File: src/rtl/wb_commit_pkg.sv
// Shared constants and types for the write-back commit slice.
// Imported by the GPR bank and the wb_commit top.
package wb_commit_pkg;

  localparam logic RST_ENABLE = 1'b1;

  localparam int GPR_W       = 32;
  localparam int GPR_AW      = 5;
  localparam int TRACE_WEN_W = 4;

  localparam logic [31:0] ZEROWORD32 = 32'h0;
  localparam logic [4:0]  ZEROWORD5  = 5'h0;

  typedef logic [GPR_W-1:0]  gpr_bus_t;
  typedef logic [GPR_AW-1:0] gpr_addr_bus_t;

endpackage

File: src/rtl/wb_gpr_bank.sv
// GPR array with hard-wired $0 and two write-first read ports.
// Same-cycle WB writes are forwarded to both read ports.
module wb_gpr_bank
  import wb_commit_pkg::*;
#(
  parameter int DATA_W = GPR_W,
  parameter int ADDR_W = GPR_AW
) (
  input  logic              clk,
  input  logic              rst,
  input  logic              we,
  input  logic [ADDR_W-1:0] waddr,
  input  logic [DATA_W-1:0] wdata,
  input  logic [ADDR_W-1:0] rs_addr,
  output logic [DATA_W-1:0] rs_data,
  input  logic [ADDR_W-1:0] rt_addr,
  output logic [DATA_W-1:0] rt_data
);

  localparam int N = 1 << ADDR_W;

  logic [DATA_W-1:0] regs [N];

  always_ff @(posedge clk) begin
    if (rst == RST_ENABLE) begin
      for (int i = 0; i < N; i++) begin
        regs[i] <= '0;
      end
    end else if (we && waddr != '0) begin
      regs[waddr] <= wdata;
    end
  end

  always_comb begin
    if (rs_addr == '0) begin
      rs_data = '0;
    end else if (we && waddr == rs_addr) begin
      rs_data = wdata;
    end else begin
      rs_data = regs[rs_addr];
    end
  end

  always_comb begin
    if (rt_addr == '0) begin
      rt_data = '0;
    end else if (we && waddr == rt_addr) begin
      rt_data = wdata;
    end else begin
      rt_data = regs[rt_addr];
    end
  end

endmodule

File: src/rtl/wb_commit.sv
// Write-back stage: GPR bank, HI/LO, retire counter and debug trace.
// A held bundle (wb_new=0) rewrites state but never commits twice.
module wb_commit
  import wb_commit_pkg::*;
#(
  parameter int DATA_W = GPR_W,
  parameter int ADDR_W = GPR_AW,
  parameter int CNT_W  = 32
) (
  input  logic                   clk,
  input  logic                   rst,
  input  logic                   wb_new,
  input  logic                   wb_regfile_write_enable,
  input  logic [ADDR_W-1:0]      wb_regfile_write_addr,
  input  logic [DATA_W-1:0]      wb_regfile_write_data,
  input  logic                   wb_hi_write_enable,
  input  logic [DATA_W-1:0]      wb_hi_write_data,
  input  logic                   wb_lo_write_enable,
  input  logic [DATA_W-1:0]      wb_lo_write_data,
  input  logic [31:0]            wb_pc,
  input  logic [ADDR_W-1:0]      rs_addr,
  output logic [DATA_W-1:0]      rs_data,
  input  logic [ADDR_W-1:0]      rt_addr,
  output logic [DATA_W-1:0]      rt_data,
  output logic [DATA_W-1:0]      hi_data,
  output logic [DATA_W-1:0]      lo_data,
  output logic [31:0]            debug_wb_pc,
  output logic [TRACE_WEN_W-1:0] debug_wb_rf_wen,
  output logic [ADDR_W-1:0]      debug_wb_rf_wnum,
  output logic [DATA_W-1:0]      debug_wb_rf_wdata,
  output logic [CNT_W-1:0]       retired_count
);

  logic              commit;
  logic              trace_wen;
  logic [DATA_W-1:0] hi_q;
  logic [DATA_W-1:0] lo_q;

  wb_gpr_bank #(
    .DATA_W(DATA_W),
    .ADDR_W(ADDR_W)
  ) u_gpr (
    .clk    (clk),
    .rst    (rst),
    .we     (wb_regfile_write_enable),
    .waddr  (wb_regfile_write_addr),
    .wdata  (wb_regfile_write_data),
    .rs_addr(rs_addr),
    .rs_data(rs_data),
    .rt_addr(rt_addr),
    .rt_data(rt_data)
  );

  // pc==0 marks a bubble or flushed slot
  assign commit = wb_new && (wb_pc != ZEROWORD32);

  assign trace_wen = commit
                  && wb_regfile_write_enable
                  && (wb_regfile_write_addr != '0);

  always_ff @(posedge clk) begin
    if (rst == RST_ENABLE) begin
      hi_q          <= '0;
      lo_q          <= '0;
      retired_count <= '0;
    end else begin
      if (wb_hi_write_enable) hi_q <= wb_hi_write_data;
      if (wb_lo_write_enable) lo_q <= wb_lo_write_data;
      if (commit) retired_count <= retired_count + 1'b1;
    end
  end

  always_comb begin
    hi_data = wb_hi_write_enable ? wb_hi_write_data : hi_q;
    lo_data = wb_lo_write_enable ? wb_lo_write_data : lo_q;
  end

  always_comb begin
    debug_wb_pc       = commit ? wb_pc : ZEROWORD32;
    debug_wb_rf_wen   = {TRACE_WEN_W{trace_wen}};
    debug_wb_rf_wnum  = '0;
    debug_wb_rf_wdata = '0;
    if (trace_wen) begin
      debug_wb_rf_wnum  = wb_regfile_write_addr;
      debug_wb_rf_wdata = wb_regfile_write_data;
    end
  end

endmodule
File: config.mk
export PLATFORM = sky130hd
export DESIGN_NAME = wb_commit
export DESIGN_NICKNAME = d
export VERILOG_FILES = /design/src/rtl/wb_commit_pkg.sv /design/src/rtl/wb_gpr_bank.sv /design/src/rtl/wb_commit.sv
export SDC_FILE = /design/constraint.sdc
export NUM_CORES = 2
export LEC_CHECK = 0
export BUFFER_PORTS_ARGS = -buffer_cell sky130_fd_sc_hd__buf_2
export CORE_MARGIN = 5
export CORE_UTILIZATION = 43
export CTS_CLUSTER_SIZE = 24
export DETAILED_ROUTE_END_ITERATION = 16
export REMOVE_ABC_BUFFERS = 1
export SLEW_MARGIN = 5
export SYNTH_ARGS = -nofsm -noshare
export SYNTH_HDL_FRONTEND = slang
export SYNTH_SLANG_ARGS = --single-unit
File: constraint.sdc
create_clock -name clk -period 5.3 [get_ports clk]
set_input_delay 0.265 -clock clk [delete_from_list [all_inputs] [get_ports clk]]
set_output_delay 0.265 -clock clk [all_outputs]
set_load 0.03 [all_outputs]
Word level (Yosys, flattened, before mapping)
Memories as Yosys holds them, arrays and structs flattened.
Index checks and enable logic that the tools add are counted.
{"block": "word_totals", "ff_bits": 96, "mem_bits_rw": 1024, "in_bits": 149, "output_inout_bits": 233, "wordCells": 35, "mem_count": 1}
{"block": "op_classes", "n_addsub": 1, "eq_ne": 2, "mux": 17, "n_reduce_logical": 11}
{"name": "u_gpr.regs", "words": 32, "word_bits": 32, "read_ports": 2, "rd_clocked_by_memory_dff": 0, "write_ports": 32, "line": "wb_gpr_bank.sv:22", "rtl": "logic [DATA_W-1:0] regs [N];"}
{"operator": "32-bit two-way mux", "count": 9}
{"operator": "32-bit by 1-bit adder with 32-bit output, second input constant", "count": 1}
{"operator": "32-bit nonzero test", "count": 1}
{"operator": "32-bit OR reduction", "count": 1}
{"operator": "5-bit == test", "count": 2}
{"operator": "5-bit logical NOT", "count": 2}
{"operator": "5-bit two-way mux", "count": 2}
{"operator": "1-bit logical AND", "count": 6}
{"operator": "1-bit two-way mux", "count": 6}
{"operator": "5-bit nonzero test", "count": 1}

Depth between registers and ports, before layout
{"block": "logic_depth", "word_depth": 7, "depth_mapped": 10, "ltp_nobuf": 6}

Hierarchy
Synthesis repeated with hierarchy kept, for this count alone.
{"block": "hier_totals", "cells_unflattened": 4280, "area_unflattened_um2": 59716.0}
{"module": "wb_gpr_bank", "n_inst": 1, "cells_each": 3802, "area_per_inst_um2": 55061.6, "seq_area_each_um2": 30749.5}
{"module": "wb_commit", "n_inst": 1, "cells_each": 478, "area_per_inst_um2": 4654.5, "seq_area_each_um2": 1921.8}

Least setup slack after synthesis
Ideal clock, no wire load.
{"block": "synth_timing", "path_kind": "input -> output", "from": "input rs_addr[0]", "to": "output rs_data[24]", "t_arrival_ps": 2172, "t_required_ps": 5035, "setup_slack_ps": 2863, "path_stages": 10, "path_buffers": 4, "cell_sequence": "buf_6 > buf_12 > buf_12 > buf_12 > mux2i_1 > a221oi_1 > o21ai_1 > o22ai_1 > nor2_1 > nor3_1"}
{"block": "synth_between", "elab_chain_cells": 4, "elab_cells_between_ends": 6, "cone_classes": "1 x eq/ne; 2 x mux; 2 x reduce/logical; 1 x memory"}
{"item": "from (decl)", "line": "wb_commit.sv:21", "rtl": "input logic [ADDR_W-1:0] rs_addr,"}
{"item": "branches (longest 3 deep; another with memory read 32 x 32 bit)"}
{"item": "32-bit two-way mux (*)", "line": "wb_gpr_bank.sv:35", "rtl": "if (rs_addr == '0) begin"}
{"item": "to (decl)", "line": "wb_commit.sv:22", "rtl": "output logic [DATA_W-1:0] rs_data,"}
Every way passes the cells marked *.

Worst setup path after layout
{"block": "layout_timing", "from": "input rs_addr[4]", "to": "output rs_data[6]"}
Same word-level chain as after synthesis.

==> impl_metrics.py <==
metrics = {
    "yosys": {
        "avgSynthCellArea_um2": 14.1,
        "yosysTopAreaCell": "edfxtp_1",
        "synth_top_area_share_pct": 51.6,
        "synth_common_cells": "and2_1 (1,059), edfxtp_1 (1,024), mux4_2 (446)",
        "syn_inst": 4237,
        "synth-edff-count": 1024,
        "syn_area_um2": 59600,
        "synthArstFlopShare_pct": 0,
        "yosysUniqueCellTypes": 68,
        "ys.flop_type": "edfxtp_1",
        "yosysWarningCount": 0,
        "synth_seq_cells": 1120,
        "ys_top_cells_by_area": "edfxtp_1 (52%), mux4_2 (17%), and2_1 (11%)",
        "yosysMostFrequentCell": "and2_1",
        "yosysSeqAreaShare_pct": 54.8,
    },
    "clock_tree": {
        "path_clk_slew_ns": 0.06,
        "cts_setup_buffers": 0,
        "cts_tree": "built",
        "root_buffer": "clkbuf_16",
        "htreeDepth": 4,
        "cts_hold_buf": 67,
        "clk_latency_ns": 0.77,
        "numCtsBuffers": 130,
        "cts_resized": 0,
        "cts.path.max_buffers": 3,
        "cts_sinks": 1120,
    },
    "setup_path": {
        "critPathKind": "in2out",
        "critPathCaptureType": "output port",
        "r2r_setup_slack_ns": 2.97,
        "worst_setup_path_start_kind": "primary input",
        "rr_worst_depth": 6,
        "crit_fanout": 22,
        "critPathCapture": "rs_data[6]",
        "critPathLaunch": "rs_addr[4]",
        "worst_ep_arrival_time_ns": 4.30,
        "r2r-end": "retired_count[30]",
        "r2r-start": "retired_count[0]",
        "required_ns": 5.04,
    },
    "power_and_ir_drop": {
        "leakage_nw": 24.5,
        "p_total_mw": 22.3,
        "vdd.ir_drop.worst_mv": 0.276,
        "pwr_density_cell_nw_per_um2": 328,
    },
    "place": {
        "portBuffers": 381,
        "dp_hpwl_um": 155000,
        "dp.cells": 6183,
        "place_congestion": 1.00,
    },
    "layout": {
        "stdcell_count": 6488,
        "fin_util_pct": 49.5,
        "fin_nets": 4738,
        "synthToLayoutAreaGrowth_pct": 14.2,
        "layout-drive-gt1-share_pct": 29.5,
    },
    "timing": {
        "final_hold_viol_count": 0,
        "finalMaxSlewViolations": 0,
        "finalSetupTns_ns": 0,
        "worst_slew_pin_slew_ns": 1.41,
        "finalClockSkew_ns": 0.0110,
        "fin_crit_sh_pct": 86.0,
        "relSlewSlack_pct": 5.63,
        "setup_viol": 0,
        "rsz0062_at_grt": "no",
        "max_freq_mhz": 219,
        "final.min_clock_period_ns": 4.56,
    },
    "detailed_routing": {
        "wl_met1_um": 86000,
        "postRouteWirelength_um": 236000,
        "top_layer": "met4",
        "viasPerCell": 6.43,
        "wl_met2_um": 104000,
        "drtIter0Drc": 6693,
        "drc": 0,
        "ant_nets": 0,
        "vias": 41701,
        "dr_wl_met3_um": 32500,
        "wl_per_cell_um": 36.4,
        "dr.pass1.iters": 6,
    },
    "min_path": {
        "hp-class": "in2reg",
    },
    "global_route": {
        "grt_pass1_vias": 40837,
        "grt_pass1_wl_um": 325000,
        "grt_use_total_pct": 31.8,
        "antenna_found_initial": 30,
        "grt.overflow.total": 0,
        "grt_max_degree": 78,
    },
    "floorplan": {
        "start_util_pct": 43.3,
        "die_w_um": 382,
        "coreArea_um2": 138000,
        "die_area_um2": 146000,
        "num_rows": 136,
        "io_pins": 382,
        "die_h_um": 382,
    },
    "flow_run": {
        "maxCapViolations": 0,
    },
    "outcome": {
        "status": "finished, final reports clean",
    },
}
flip-flops by register name, indices dropped and copies added (netlist names):
| name | flops |
|---|---|
| hi_q | 32 |
| retired_count | 32 |
| u_gpr.regs | 1024 |
| lo_q | 32 |
worst min path at each step:
stage | to | slack (ns) | cells past startpoint | startpoint
global placement | retired_count[1] | 0.48 | 2 | retired_count[1]
global route | u_gpr.regs[8][29] | 0.08 | 2 | wb_regfile_write_data[29]
finish | u_gpr.regs[30][4] | 0.11 | 2 | wb_regfile_write_data[4]
detailed placement | retired_count[31] | 0.50 | 2 | retired_count[31]
CTS | u_gpr.regs[10][29] | 0.04 | 2 | wb_regfile_write_data[29]
floorplan | retired_count[14] | 0.33 | 1 | rst
cell families (layout without fill, tap and decap cells):
kind of cell | Yosys count | after routing | share of synthesized area, %
AO/OA/AOI/OAI | 424 | 424 | 4.80
XOR/XNOR | 32 | 32 | 0.470
adder cells (fa/ha/maj) | 1 | 1 | 0.0210
buffers and inverters | 445 | 861 | 3.63
flip-flops | 1120 | 1120 | 54.8
multiplexers | 681 | 681 | 21.0
other | 1 | 42 | 0.00629
AND/OR/NAND/NOR | 1533 | 1533 | 15.2
report_power, final:
group	internal, mW	switching [mW]	total (mW)
Combinational	1.16	2.16	3.32
Sequential	10.1	0.240	10.4
Clock	4.88	3.76	8.64
Total	16.2	6.16	22.3
final cells by class:
class | count | area, um^2
clock buffer | 172 | 3560
tap | 1794 | 2240
multi-input combinational | 2703 | 25100
timing repair buffer | 622 | 4090
antenna | 10 | 25.0
sequential | 1120 | 32700
fill | 11616 | 69600
inverter | 11 | 41.3
clock inverter | 56 | 404
critical path, stage by stage:
cell      delay [ns]
buf_2           0.60
nor2b_2         1.24
a22oi_1         0.43
a21oi_1         0.62
a211oi_1        0.12
nor3_1          0.62
buf_2           0.32
routing by layer:
layer | vias to the layer above | global-route usage [%]
met1 | 21250 | 41.4
met2 | 3128 | 47.3
li1 | 16744 | -
met4 | 0 | 16.0
met3 | 579 | 11.1
met5 | - | 0
per-stage QoR:
stage	setup WS, ns	cell area [um^2]	hold slack, ns
finish	0.740	68100	0.105
global route	0.953	68100	0.0790
CTS	0.928	68100	0.0408
detailed placement	0.936	63400	0.499
global placement	0.958	63400	0.479
floorplan	2.01	57600	0.334
cell usage in the layout, fill, tap and decap left out, types with 31 or more instances in the layout:
cell,synthesis,final
or2_2,34,34
a22oi_1,92,92
mux2i_1,114,114
o21ai_0,54,54
mux4_2,446,446
buf_2,86,374
mux2_2,121,121
buf_4,25,163
nor2b_1,76,74
and2_1,1059,1059
dlygate4sd3_1,0,67
nand3_1,33,31
nand2_1,76,76
o22ai_1,85,85
nor2_1,117,86
nor3_1,40,38
clkbuf_16,0,134
dfxtp_1,96,96
edfxtp_1,1024,1024
a21oi_1,62,62
conb_1,1,32
Note: power is estimated with default switching activity, not from simulation.
